File: src/rtl/alu_seq_pkg.sv
// Shared definitions for the ALU entry sequencer and its neighbours.
// Holds the FSM state encoding, the stage encodings presented on the
// display, default widths, and the ALU operation codes, so the ALU and
// the sequencer agree on what each op value means.
package alu_seq_pkg;

    // Default widths
    localparam int DATA_W_DEF = 4;
    localparam int OP_W_DEF   = 2;
    localparam int RES_W_DEF  = 8;

    // ALU operation codes (op select values understood by the ALU)
    localparam logic [1:0] OP_ADD = 2'd0;
    localparam logic [1:0] OP_SUB = 2'd1;
    localparam logic [1:0] OP_AND = 2'd2;
    localparam logic [1:0] OP_OR  = 2'd3;

    // Field-under-edit encodings shown on the stage output
    localparam logic [1:0] STAGE_A   = 2'b00;
    localparam logic [1:0] STAGE_B   = 2'b01;
    localparam logic [1:0] STAGE_OP  = 2'b10;
    localparam logic [1:0] STAGE_RUN = 2'b11;

    // Sequencer FSM states
    typedef enum logic [2:0] {
        S_A    = 3'd0,
        S_B    = 3'd1,
        S_OP   = 3'd2,
        S_EXEC = 3'd3,
        S_SHOW = 3'd4
    } state_t;

    // Map an FSM state to the stage code; EXEC and SHOW share one code.
    function automatic logic [1:0] stage_of(input state_t s);
        logic [1:0] st;
        case (s)
            S_A:     st = STAGE_A;
            S_B:     st = STAGE_B;
            S_OP:    st = STAGE_OP;
            default: st = STAGE_RUN;
        endcase
        return st;
    endfunction

endpackage

File: src/rtl/alu_entry_sequencer_if.sv
// Bus between the entry sequencer and the ALU/display side.
//   alu_result   : combinational ALU output for the current a/b/op
//   a, b, op     : operands and operation select presented to the ALU
//   result       : latched ALU result
//   result_valid : result holds a value for the current entry
//   stage        : field under edit (00=A, 01=B, 10=OP, 11=EXEC/SHOW)
// master = sequencer side, slave = ALU/display side.
interface alu_entry_sequencer_if
    import alu_seq_pkg::*;
#(
    parameter int DATA_W = DATA_W_DEF,
    parameter int OP_W   = OP_W_DEF,
    parameter int RES_W  = RES_W_DEF
) ();
    logic [DATA_W-1:0] a;
    logic [DATA_W-1:0] b;
    logic [OP_W-1:0]   op;
    logic [RES_W-1:0]  alu_result;
    logic [RES_W-1:0]  result;
    logic              result_valid;
    logic [1:0]        stage;

    modport master (
        input  alu_result,
        output a, b, op, result, result_valid, stage
    );

    modport slave (
        output alu_result,
        input  a, b, op, result, result_valid, stage
    );
endinterface

File: src/rtl/alu_entry_sequencer_key_debounce.sv
// key_debounce: two-flop synchronizer, debounce counter and press pulse
// for one active-low push-button.
//   clk    : system clock
//   rst_n  : asynchronous active-low reset
//   key_n  : raw key, 0 = pressed
//   press  : one-cycle pulse in the cycle after the debounced state
//            falls from released to pressed; release gives no pulse
module key_debounce #(
    parameter int DEBOUNCE_CYCLES = 500000
) (
    input  logic clk,
    input  logic rst_n,
    input  logic key_n,
    output logic press
);
    localparam int CNT_W = $clog2(DEBOUNCE_CYCLES + 1);
    localparam logic [CNT_W-1:0] CNT_MAX = CNT_W'(DEBOUNCE_CYCLES);

    logic             sync1_reg;
    logic             sync2_reg;
    logic             stable_reg;
    logic             press_reg;
    logic [CNT_W-1:0] cnt_reg;

    // Synchronizer and stable state reset to "released" so a key held
    // through reset is reported as a press once it has been debounced.
    always_ff @(posedge clk or negedge rst_n) begin
        if (!rst_n) begin
            sync1_reg  <= 1'b1;
            sync2_reg  <= 1'b1;
            stable_reg <= 1'b1;
            press_reg  <= 1'b0;
            cnt_reg    <= '0;
        end else begin
            sync1_reg <= key_n;
            sync2_reg <= sync1_reg;
            press_reg <= 1'b0;
            if (sync2_reg == stable_reg) begin
                cnt_reg <= '0;
            end else if (cnt_reg == CNT_MAX) begin
                // Accept the new level; the pulse register is set in the
                // same edge so it is high in the cycle after stable falls.
                stable_reg <= sync2_reg;
                cnt_reg    <= '0;
                press_reg  <= stable_reg & ~sync2_reg;
            end else begin
                cnt_reg <= cnt_reg + 1'b1;
            end
        end
    end

    assign press = press_reg;

endmodule

File: src/rtl/alu_entry_sequencer.sv
// alu_entry_sequencer: single-clock controller that lets the user enter
// operand a, operand b and the op select with two keys, then holds the
// operands for a settle period and latches the ALU result for display.
//   CLOCK_50 : system clock, rising edge
//   RESET_N  : asynchronous active-low reset
//   KEY[0]   : increment the field under edit (active-low)
//   KEY[1]   : advance to the next field (active-low)
//   bus      : ALU/display bus (alu_result in; a, b, op, result,
//              result_valid, stage out)
module alu_entry_sequencer
    import alu_seq_pkg::*;
#(
    parameter int DATA_W          = DATA_W_DEF,
    parameter int OP_W            = OP_W_DEF,
    parameter int RES_W           = RES_W_DEF,
    parameter int DEBOUNCE_CYCLES = 500000,
    parameter int EXEC_CYCLES     = 1
) (
    input  logic                  CLOCK_50,
    input  logic                  RESET_N,
    input  logic [1:0]            KEY,
    alu_entry_sequencer_if.master bus
);
    localparam int SETTLE_W = $clog2(EXEC_CYCLES + 1);

    logic [1:0] press;
    logic       inc;
    logic       nxt;

    generate
        for (genvar gi = 0; gi < 2; gi++) begin : g_key
            key_debounce #(
                .DEBOUNCE_CYCLES(DEBOUNCE_CYCLES)
            ) u_key_debounce (
                .clk   (CLOCK_50),
                .rst_n (RESET_N),
                .key_n (KEY[gi]),
                .press (press[gi])
            );
        end
    endgenerate

    assign inc = press[0];
    assign nxt = press[1];

    state_t              state_reg,  state_next;
    logic [DATA_W-1:0]   a_reg,      a_next;
    logic [DATA_W-1:0]   b_reg,      b_next;
    logic [OP_W-1:0]     op_reg,     op_next;
    logic [RES_W-1:0]    result_reg, result_next;
    logic                valid_reg,  valid_next;
    logic [1:0]          stage_reg,  stage_next;
    logic [SETTLE_W-1:0] settle_reg, settle_next;

    always_comb begin
        state_next  = state_reg;
        a_next      = a_reg;
        b_next      = b_reg;
        op_next     = op_reg;
        result_next = result_reg;
        valid_next  = valid_reg;
        settle_next = settle_reg;
        // next has priority over inc when both pulse together
        case (state_reg)
            S_A: begin
                if (nxt)      state_next = S_B;
                else if (inc) a_next     = a_reg + 1'b1;
            end
            S_B: begin
                if (nxt)      state_next = S_OP;
                else if (inc) b_next     = b_reg + 1'b1;
            end
            S_OP: begin
                if (nxt) begin
                    state_next  = S_EXEC;
                    settle_next = SETTLE_W'(EXEC_CYCLES);
                end else if (inc) begin
                    op_next = op_reg + 1'b1;
                end
            end
            S_EXEC: begin
                // Operands are frozen; latch on the cycle the count hits 0.
                if (settle_reg <= SETTLE_W'(1)) begin
                    settle_next = '0;
                    result_next = bus.alu_result;
                    valid_next  = 1'b1;
                    state_next  = S_SHOW;
                end else begin
                    settle_next = settle_reg - 1'b1;
                end
            end
            S_SHOW: begin
                if (nxt) begin
                    state_next = S_A;
                    valid_next = 1'b0;
                end
            end
            default: state_next = S_A;
        endcase
        stage_next = stage_of(state_next);
    end

    always_ff @(posedge CLOCK_50 or negedge RESET_N) begin
        if (!RESET_N) begin
            state_reg  <= S_A;
            a_reg      <= '0;
            b_reg      <= '0;
            op_reg     <= '0;
            result_reg <= '0;
            valid_reg  <= 1'b0;
            stage_reg  <= STAGE_A;
            settle_reg <= '0;
        end else begin
            state_reg  <= state_next;
            a_reg      <= a_next;
            b_reg      <= b_next;
            op_reg     <= op_next;
            result_reg <= result_next;
            valid_reg  <= valid_next;
            stage_reg  <= stage_next;
            settle_reg <= settle_next;
        end
    end

    assign bus.a            = a_reg;
    assign bus.b            = b_reg;
    assign bus.op           = op_reg;
    assign bus.result       = result_reg;
    assign bus.result_valid = valid_reg;
    assign bus.stage        = stage_reg;

endmodule

File: src/flat_wrapper.sv
// flat-port wrapper written by rule: the top's interface ports become plain ports
module alu_entry_sequencer_flat import alu_seq_pkg::*;
#(
    parameter int DATA_W          = DATA_W_DEF,
    parameter int OP_W            = OP_W_DEF,
    parameter int RES_W           = RES_W_DEF,
    parameter int DEBOUNCE_CYCLES = 500000,
    parameter int EXEC_CYCLES     = 1
)
  (CLOCK_50, RESET_N, KEY, bus_alu_result, bus_a, bus_b, bus_op, bus_result, bus_result_valid, bus_stage);
  alu_entry_sequencer_if #(.DATA_W(DATA_W), .OP_W(OP_W), .RES_W(RES_W)) bus_i ();
  input  logic CLOCK_50;
  input  logic RESET_N;
  input  logic [1:0] KEY;
  input wire logic [$bits(bus_i.alu_result)-1:0] bus_alu_result;
  output wire logic [$bits(bus_i.a)-1:0] bus_a;
  output wire logic [$bits(bus_i.b)-1:0] bus_b;
  output wire logic [$bits(bus_i.op)-1:0] bus_op;
  output wire logic [$bits(bus_i.result)-1:0] bus_result;
  output wire logic [$bits(bus_i.result_valid)-1:0] bus_result_valid;
  output wire logic [$bits(bus_i.stage)-1:0] bus_stage;
  assign bus_i.alu_result = bus_alu_result;
  assign bus_a = bus_i.a;
  assign bus_b = bus_i.b;
  assign bus_op = bus_i.op;
  assign bus_result = bus_i.result;
  assign bus_result_valid = bus_i.result_valid;
  assign bus_stage = bus_i.stage;
  alu_entry_sequencer #(.DATA_W(DATA_W), .OP_W(OP_W), .RES_W(RES_W), .DEBOUNCE_CYCLES(DEBOUNCE_CYCLES), .EXEC_CYCLES(EXEC_CYCLES)) u_core (.CLOCK_50(CLOCK_50), .RESET_N(RESET_N), .KEY(KEY), .bus(bus_i));
endmodule
File: config.mk
export PLATFORM = sky130hd
export DESIGN_NAME = alu_entry_sequencer_flat
export DESIGN_NICKNAME = d
export VERILOG_FILES = /design/src/rtl/alu_seq_pkg.sv /design/src/rtl/alu_entry_sequencer_if.sv /design/src/rtl/alu_entry_sequencer_key_debounce.sv /design/src/rtl/alu_entry_sequencer.sv /design/src/flat_wrapper.sv
export SDC_FILE = /design/constraint.sdc
export NUM_CORES = 1
export LEC_CHECK = 0
export BUFFER_PORTS_ARGS = -buffer_cell sky130_fd_sc_hd__buf_2
export CAP_MARGIN = 20
export CORE_MARGIN = 3
export CORE_UTILIZATION = 45
export CTS_BUF_LIST = sky130_fd_sc_hd__clkbuf_8
export CTS_CLUSTER_DIAMETER = 80
export DETAILED_ROUTE_END_ITERATION = 7
export MAX_ROUTING_LAYER = met4
export REMOVE_ABC_BUFFERS = 1
export SYNTH_ARGS = -nofsm -noshare
export SYNTH_HDL_FRONTEND = slang
export SYNTH_SLANG_ARGS = --single-unit
File: constraint.sdc
create_clock -name CLOCK_50 -period 5.11 [get_ports CLOCK_50]
set_input_delay 1.022 -clock CLOCK_50 [delete_from_list [all_inputs] [get_ports CLOCK_50]]
set_output_delay 1.022 -clock CLOCK_50 [all_outputs]
set_load 0.03 [all_outputs]
Word-level counts from Yosys, hierarchy flattened

Cells that the tools add are included.

Output and inout port bits: 21
Logic and storage cells: 78
Bits of input ports: 12
Bits in registers: 71

Add/subtract/negate cells: 6
Muxes and demuxes: 21
$lt $le $gt $ge: 1
Bitwise logic cells: 7
Equal/unequal tests: 13
Reduce and logical (&&, ||, !) cells: 12

Operators with widths:

| kind                                                                    | number |
|---|---|
| 19-bit 2-to-1 mux                                                       | 4 |
| 19-bit by 1-bit adder with 19-bit output, second input constant         | 2 |
| 19-bit equality test, second input constant                             | 2 |
| 3-bit 2-to-1 mux                                                        | 5 |
| 3-bit one-hot mux with 5 select lines                                   | 1 |
| 3-bit AND reduction                                                     | 4 |
| 3-bit by 2-bit equality test with 1-bit output, second input constant   | 3 |
| 4-bit by 1-bit adder with 4-bit output, second input constant           | 2 |
| 1-bit 2-to-1 mux                                                        | 8 |
| 2-bit AND reduction                                                     | 4 |
| 3-bit by 1-bit equality test with 1-bit output, second input constant   | 2 |
| 3-bit logical NOT                                                       | 2 |
| 2-bit one-hot mux with 3 select lines                                   | 1 |
| 1-bit NOT                                                               | 5 |
| 2-bit inequality test, second input constant                            | 2 |
| 1-bit one-hot mux with 2 select lines                                   | 2 |
| 2-bit nonzero test                                                      | 2 |
| 3-bit equality test, second input constant                              | 1 |
| 2-bit by 1-bit adder with 2-bit output, second input constant           | 1 |
| 1-bit AND                                                               | 2 |
| 1-bit equality test                                                     | 2 |
| 2-bit by 1-bit inequality test with 1-bit output, second input constant | 1 |
| 1-bit <= comparator, second input constant                              | 1 |
| 1-bit subtractor, second input constant                                 | 1 |

Depth between registers and ports, before layout

Gate-level depths: netlist (run 1).

Depth after elaboration: 5
Mapped depth: 7

Modules after synthesis

Synthesis (run 1) repeated with hierarchy kept, for this count alone.

Cells, all modules: 307
Area, all modules: 3352.0 µm²

Modules (own cells, without submodules):

| module              | area an instance (µm²) | cells an instance | instances |
|---|---|---|---|
| key_debounce        | 1172.4                 | 116               | 2 |
| alu_entry_sequencer | 1007.2                 | 75                | 1 |

Least setup slack after synthesis (run 1)

OpenSTA, ideal clock, no wires.

Kind: reg-to-reg
From: register u_core.g_key[1].u_key_debounce.cnt_reg[6]
To: register u_core.g_key[1].u_key_debounce.stable_reg
Library setup time: 82 ps
Path slack: 3191 ps
Clock period less this slack: 1919 ps
Cell stages (with the launch flop): 5
Data required time: 5028 ps
Arrival: 1836 ps
Cells stage by stage: dfrtp_1 or4b_1 or4_4 nor3_1 mux2_2

Cells in the longest elaborated chain, start to end: 2

Ends and longest elaborated chain:

| what                                 | line                                   | source |
|---|---|---|
| start, declared                      | alu_entry_sequencer_key_debounce.sv:23 | `logic [CNT_W-1:0] cnt_reg;` |
| start signal, assigned               | alu_entry_sequencer_key_debounce.sv:47 | `cnt_reg <= cnt_reg + 1'b1;` |
| 19-bit equality test                 | alu_entry_sequencer_key_debounce.sv:40 | `end else if (cnt_reg == CNT_MAX) begin` |
| 2-bit AND reduction (no source line) | --                                     |  |
| end signal, assigned                 | alu_entry_sequencer_key_debounce.sv:43 | `stable_reg <= sync2_reg;` |
| end, declared                        | alu_entry_sequencer_key_debounce.sv:21 | `logic stable_reg;` |

No other way between the ends.
A chain may end at the register's enable or synchronous reset.

Worst setup path after layout (run 1)

From: register u_core.g_key[1].u_key_debounce.cnt_reg[6]
To: register u_core.g_key[1].u_key_debounce.cnt_reg[6]

Cells in the longest elaborated chain, start to end: 3
Elaborated cells between the ends (all ways): 4

Ends and longest elaborated chain:

| what                                                                                    | line                                                                           | source |
|---|---|---|
| 19-bit by 1-bit adder with 19-bit output / 19-bit equality test (equally long branches) | alu_entry_sequencer_key_debounce.sv:47, alu_entry_sequencer_key_debounce.sv:40 |  |
| 19-bit 2-to-1 mux *                                                                     | alu_entry_sequencer_key_debounce.sv:40                                         |  |
| 19-bit 2-to-1 mux *                                                                     | alu_entry_sequencer_key_debounce.sv:38                                         | `if (sync2_reg == stable_reg) begin` |

Every way passes the cells marked *; elsewhere a longest branch is shown, timed or not.

==> results of run 1 <==
## worst max-delay path, delay by kind of cell, from the launching register on
kind / cells / cell delay (ns)
DFF: 1 / 0.42
AOI/OAI and AO/OA: 1 / 0.42
and+or+nand+nor: 3 / 1.11
## final cells by class
cell class	count	area, sq um
clock buffers	10	138
clock inverters	6	133
fillers	635	3100
inverters	17	63.8
multi-input cells	207	1380
flip-flops and latches	70	1760
well taps	96	120
repair buffers	34	175
## metrics by stage
| step | area [sq um] | setup slack (ns) |
|---|---|---|
| floorplan | 3200 | 3.17 |
| global placement | 3500 | 3.09 |
| detailed placement | 3500 | 3.05 |
| CTS | 3770 | 3.02 |
| global route | 3770 | 2.93 |
| finish | 3770 | 3.03 |
## cells by family after synthesis
| family | after synthesis | synth area share [%] |
|---|---|---|
| simple gates | 133 | 21.7 |
| flops | 70 | 54.4 |
| xor+xnor | 37 | 10.0 |
| buf+inv | 23 | 2.98 |
| compound gates | 15 | 3.02 |
| mux | 14 | 4.80 |
| fa+ha+maj | 8 | 3.09 |
## where the power goes
group | internal, mW | switching [mW] | leakage, nW
clock | 0.386 | 0.206 | 0.132
combinational | 0.0148 | 0.0297 | 0.558
sequential | 0.564 | 0.00678 | 0.934
## metal layers
metal	vias up	GRT usage [%]
met2	45	23.2
li1	1111	-
met5	-	-
met3	4	3.42
met4	0	6.78
met1	1099	19.3
## worst min path at each step
| stage | start | to | cells past startpoint |
|---|---|---|---|
| after floorplan | u_core.g_key[0].u_key_debounce.sync1_reg | u_core.g_key[0].u_key_debounce.sync2_reg | 0 |
| after CTS | u_core.g_key[0].u_key_debounce.sync1_reg | u_core.g_key[0].u_key_debounce.sync2_reg | 0 |
| after detailed placement | u_core.g_key[0].u_key_debounce.sync1_reg | u_core.g_key[0].u_key_debounce.sync2_reg | 0 |
| final | u_core.g_key[1].u_key_debounce.sync1_reg | u_core.g_key[1].u_key_debounce.sync2_reg | 0 |
| after global placement | u_core.g_key[0].u_key_debounce.sync1_reg | u_core.g_key[0].u_key_debounce.sync2_reg | 0 |
| after global routing | u_core.g_key[1].u_key_debounce.sync1_reg | u_core.g_key[1].u_key_debounce.sync2_reg | 0 |
## synth_stat cells (all sizes together)
| master | number |
|---|---|
| and3 | 2 |
| nand2 | 11 |
| xnor2 | 32 |
| o41ai | 1 |
| and4b | 1 |
| mux2 | 12 |
| a21oi | 7 |
| buf | 3 |
| nor3 | 11 |
| mux2i | 2 |
| ha | 8 |
| or3b | 1 |
| nand4 | 11 |
| or3 | 4 |
| nor3b | 3 |
| inv | 17 |
| nor4 | 11 |
| xor2 | 5 |
| nor4bb | 1 |
| clkbuf | 3 |
| dfrtp | 64 |
| nor2b | 2 |
| a22oi | 1 |
| or4b | 2 |
| nor2 | 46 |
| nand3 | 15 |
| nor4b | 4 |
| o21bai | 2 |
| nand2b | 2 |
| dfstp | 6 |
| or2 | 2 |
| o21ai | 4 |
| or4 | 2 |
| nand3b | 2 |
==> impl_metrics.csv, run 1 <==
group,metric,value,unit
route,met3_length,211,um
route,route.detailed.drc,0,
clocking,cts_buffers,9,
clocking,cts_setup_buffers,0,
final_layout,stdcell_count,440,
clocking,clkSinkCount,70,
route,highest_layer,"met4",
die,die_area,0.00824,sq mm
final_layout,layout_common_cells,"dfrtp_1, nor2_1, xnor2_1, buf_2, inv_1",
critical_path,endpoint_kind,"flop",
grt,grt_max_degree,71,
synth,ys_seq_area_share,54.4,%
pwr,p_leak,1.62,nW
synth,yosys.area.top_type,"dfrtp_1",
route,met1Wirelength,2820,um
die,ios,33,
critical_path,rr_worst_depth,4,
sta,fin_crit,2.08,ns
synth,syn-cell-area,0.00323,sq mm
route,drt_pass1_iterations,4,
synth,synth.area.top_cells,"dfrtp_1, xnor2_1, nor2_1",
sta,skew,0.00776,ns
final_layout,drive_gt1_share,21.8,%
critical_path,r2r-end,"u_core.g_key[1].u_key_debounce.cnt_reg[6]",
final_layout,antennaDiodeCount,0,
critical_path,cp_slowest_cell,"or4b_1",
synth,synth.distinct_cells,39,
run_status,status,"complete, no violations",
sta,period_share,40.7,%
grt,antenna_found_initial,0,
clocking,clk_pin_slew,0.07,ns
final_layout,syn_to_final_growth,16.5,%
job,maxCapViolations,0,
sta,holdWs,0.356,ns
sta,fin_setup_tns,0,ns
final_layout,largest_reg_flops,38,
critical_path,crit_end,"u_core.g_key[1].u_key_debounce.cnt_reg[6]",
final_layout,layout.nets,359,
sta,setup_violations,0,
critical_path,slowest_delay,0.53,ns
clocking,clk_latency,0.33,ns
critical_path,startpoint,"u_core.g_key[1].u_key_debounce.cnt_reg[6]",
route,drtIter0Drc,98,
pwr,power.total,1.21,mW
critical_path,cp-start-kind,"flop",
die,die_h,90.8,um
placed_design,port_buffers,32,
grt,grt_pass1_vias,2143,
critical_path,worst-setup-path-type,"reg2reg",
clocking,cts_max_level,3,
clocking,cts_tree,"yes",
final_layout,mostFrequentLayoutCell,"dfrtp_1",
sta,hold_viol_final,0,
synth,yosys_warnings,0,
clocking,cts_hold_buf,0,
sta,slew_headroom,42.9,%
die,die_w,90.8,um
grt,grt_overflow_total,0,
placed_design,routabilityCongestion,0.784,
route,met2WireLength,2600,um
route,finalWirelength,5680,um
pwr,peakVddDrop,0.138,mV
route,antenna_left,0,
sta,maxSlewViolCount,0,
clocking,clockRootBuffer,"clkbuf_8",
synth,synth_cells,300,
synth,synthesis.area_per_instance,10.8,sq um
critical_path,crit_required,5.30,ns
die,coreArea,0.00687,sq mm
route,vias_per_cell,5.13,
critical_path,reg2reg_setup_slack,3.03,ns
sta,tightestPinTransition,0.856,ns
die,initial_utilization,47.1,%
sta,max_freq,480,MHz
sta,rsz0062_at_grt,"false",
final_layout,fin_util,54.8,%
synth,ys_seq_elements,70,
grt,grt_pass1_wl,9830,um
grt,grt_usage,15.2,%
worst_hold_path,min_path_type,"reg2reg",
synth,yosysTopAreaCellShare,49.5,%
critical_path,critPathMaxFanout,19,
clocking,cts_resized,0,
critical_path,path_cells,"or4b_1 -> or4_4 -> o21bai_4 -> nor2_1",
placed_design,dp_hpwl,3780,um
die,row_count,30,
clocking,clockBufferDepth,2,
placed_design,place_inst,424,
route,num_vias,2259,
pwr,power_density,320,mW/mm^2
route,wl_per_cell,12.9,um
critical_path,r2r_start,"u_core.g_key[1].u_key_debounce.cnt_reg[6]",
critical_path,cp.arrival,2.27,ns
Note: power is estimated with default switching activity, not from simulation.
==> run 2, diff against run 1 <==
==> constraint.sdc (replaced) <==
create_clock -name CLOCK_50 -period 2.16 [get_ports CLOCK_50]
set_input_delay 0.432 -clock CLOCK_50 [delete_from_list [all_inputs] [get_ports CLOCK_50]]
set_output_delay 0.432 -clock CLOCK_50 [all_outputs]
set_load 0.03 [all_outputs]
==> run 2 against run 1 <==
  * Fmax is 4.5% higher
  * Via count is 0.13% lower
  * Critical path depth stayed put
  * Cell count is 3.0% higher
  * Clock skew is 0.0020 ns lower
  * Combinational power grew to 2.6 times the previous value
  * Hold slack worse by 0.28 ns
  * Sequential cell count stayed put
  * Sequential power is 140% higher
  * Wire length is 3.8% lower
  * Critical path type unchanged
  * Non-clock buffer count is 13 higher
  * Setup slack worse by 2.9 ns
==> impl_metrics.csv, run 2 (synthesis gave the netlist of run 1 again) <==
group,metric,value,unit
critical_path,critPathMaxFanout,4,
worst_hold_path,min_path_type,"in2async",
critical_path,cp_slowest_cell,"or4b_1",
grt,grt_max_degree,36,
placed_design,postPlaceCellArea,0.00362,sq mm
critical_path,cp.arrival,2.26,ns
run_status,status,"complete, no violations",
sta,setup_slack,0.168,ns
placed_design,port_buffers,32,
route,finalWirelength,5460,um
die,ios,33,
final_layout,antennaDiodeCount,0,
final_layout,syn_to_final_growth,18.8,%
sta,max_freq,502,MHz
die,row_count,30,
sta,fin_crit,1.99,ns
route,route.detailed.drc,0,
grt,grt_overflow_total,0,
placed_design,dp_hpwl,3930,um
critical_path,worst-setup-path-type,"reg2reg",
die,die_w,90.8,um
final_layout,largest_reg_flops,38,
pwr,power_density,683,mW/mm^2
placed_design,routabilityCongestion,0.773,
die,die_area,0.00824,sq mm
sta,hold_viol_final,0,
sta,fin_setup_tns,0,ns
route,antenna_left,0,
clocking,clk_latency,0.34,ns
clocking,clockBufferDepth,2,
clocking,cts_buffers,9,
clocking,clockRootBuffer,"clkbuf_8",
final_layout,layout_common_cells,"dfrtp_1, nor2_1, xnor2_1, buf_2, inv_1",
die,initial_utilization,47.1,%
route,drtIter0Drc,72,
route,wl_per_cell,12.1,um
grt,antenna_found_initial,0,
critical_path,reg2reg_setup_slack,0.17,ns
clocking,clkSinkCount,70,
clocking,cts_max_level,3,
clocking,cts_tree,"yes",
die,die_h,90.8,um
final_layout,mostFrequentLayoutCell,"dfrtp_1",
critical_path,rr_worst_depth,4,
sta,period_share,92.2,%
grt,grt_pass1_wl,9620,um
sta,maxSlewViolCount,0,
clocking,cts_resized,0,
final_layout,drive_gt1_share,24.6,%
sta,skew,0.00580,ns
route,vias_per_cell,4.98,
sta,setup_violations,0,
critical_path,slowest_delay,0.53,ns
critical_path,path_cells,"or4b_1 -> or4_4 -> nor3_1 -> mux2_2",
job,maxCapViolations,0,
pwr,p_leak,1.67,nW
clocking,cts_hold_buf,0,
critical_path,endpoint_kind,"flop",
critical_path,cp-start-kind,"flop",
grt,grt_usage,15.0,%
final_layout,layout.nets,372,
critical_path,r2r-end,"u_core.g_key[1].u_key_debounce.stable_reg",
route,num_vias,2256,
clocking,clk_pin_slew,0.07,ns
sta,tightestPinTransition,0.590,ns
die,coreArea,0.00687,sq mm
clocking,cts_setup_buffers,0,
critical_path,r2r_start,"u_core.g_key[1].u_key_debounce.cnt_reg[6]",
critical_path,crit_required,2.43,ns
route,drt_pass1_iterations,4,
placed_design,dp_slack,0.161,ns
grt,grt_pass1_vias,2062,
sta,rsz0062_at_grt,"false",
sta,slew_headroom,60.7,%
final_layout,design_area,0.00384,sq mm
pwr,peakVddDrop,0.340,mV
## run 2: critical path: cells and delay by family, from the launching register on
family | cells | cell delay (ns)
and+or+nand+nor | 3 | 1.17
DFF | 1 | 0.41
muxes | 1 | 0.35
## run 2: worst max-delay path by stage
| stage | start | to | slack, ns | cells past startpoint |
|---|---|---|---|---|
| after floorplan | u_core.g_key[0].u_key_debounce.cnt_reg[0] | u_core.g_key[0].u_key_debounce.cnt_reg[10] | 0.22 | 6 |
| after global placement | u_core.g_key[1].u_key_debounce.cnt_reg[6] | u_core.g_key[1].u_key_debounce.stable_reg | 0.19 | 4 |
| after detailed placement | u_core.g_key[1].u_key_debounce.cnt_reg[6] | u_core.g_key[1].u_key_debounce.stable_reg | 0.16 | 4 |
| after CTS | u_core.g_key[1].u_key_debounce.cnt_reg[6] | u_core.g_key[1].u_key_debounce.stable_reg | 0.15 | 4 |
| after global routing | u_core.g_key[1].u_key_debounce.cnt_reg[6] | u_core.g_key[1].u_key_debounce.stable_reg | 0.10 | 4 |
| final | u_core.g_key[1].u_key_debounce.cnt_reg[6] | u_core.g_key[1].u_key_debounce.stable_reg | 0.17 | 4 |
## run 2: per-layer routing
layer  routed length (um)  up-vias  GRT usage, %
met4                  138        0          8.67
met5                    0        -             -
met3                  238       10          4.00
met2                 2280       46          20.3
met1                 2800     1068          20.3
li1                     -     1132             -
## run 2: report_power, final
group / switching (mW) / internal (mW) / total, mW
Combinational: 0.0716 / 0.0433 / 0.115
Sequential: 0.0156 / 1.33 / 1.35
Clock: 0.485 / 0.677 / 1.16
## run 2: final cells by class
class	instances	area [sq um]
multi-input combinational	207	1380
clock inverter	6	85.1
sequential	70	1760
timing repair buffer	47	298
tap	96	120
fill	617	3030
inverter	17	63.8
clock buffer	10	138
## run 2: metrics by stage
step                      std cells  hold WS [ns]  power (mW)  utilization, %
after floorplan                 294         0.136        1.42               -
after global routing            453         0.115        2.76            55.9
after global placement          437         0.346        1.49            52.7
after detailed placement        437         0.347        1.49            52.7
final                           453        0.0802        2.63            55.9
after CTS                       453        0.0946        2.67            55.9
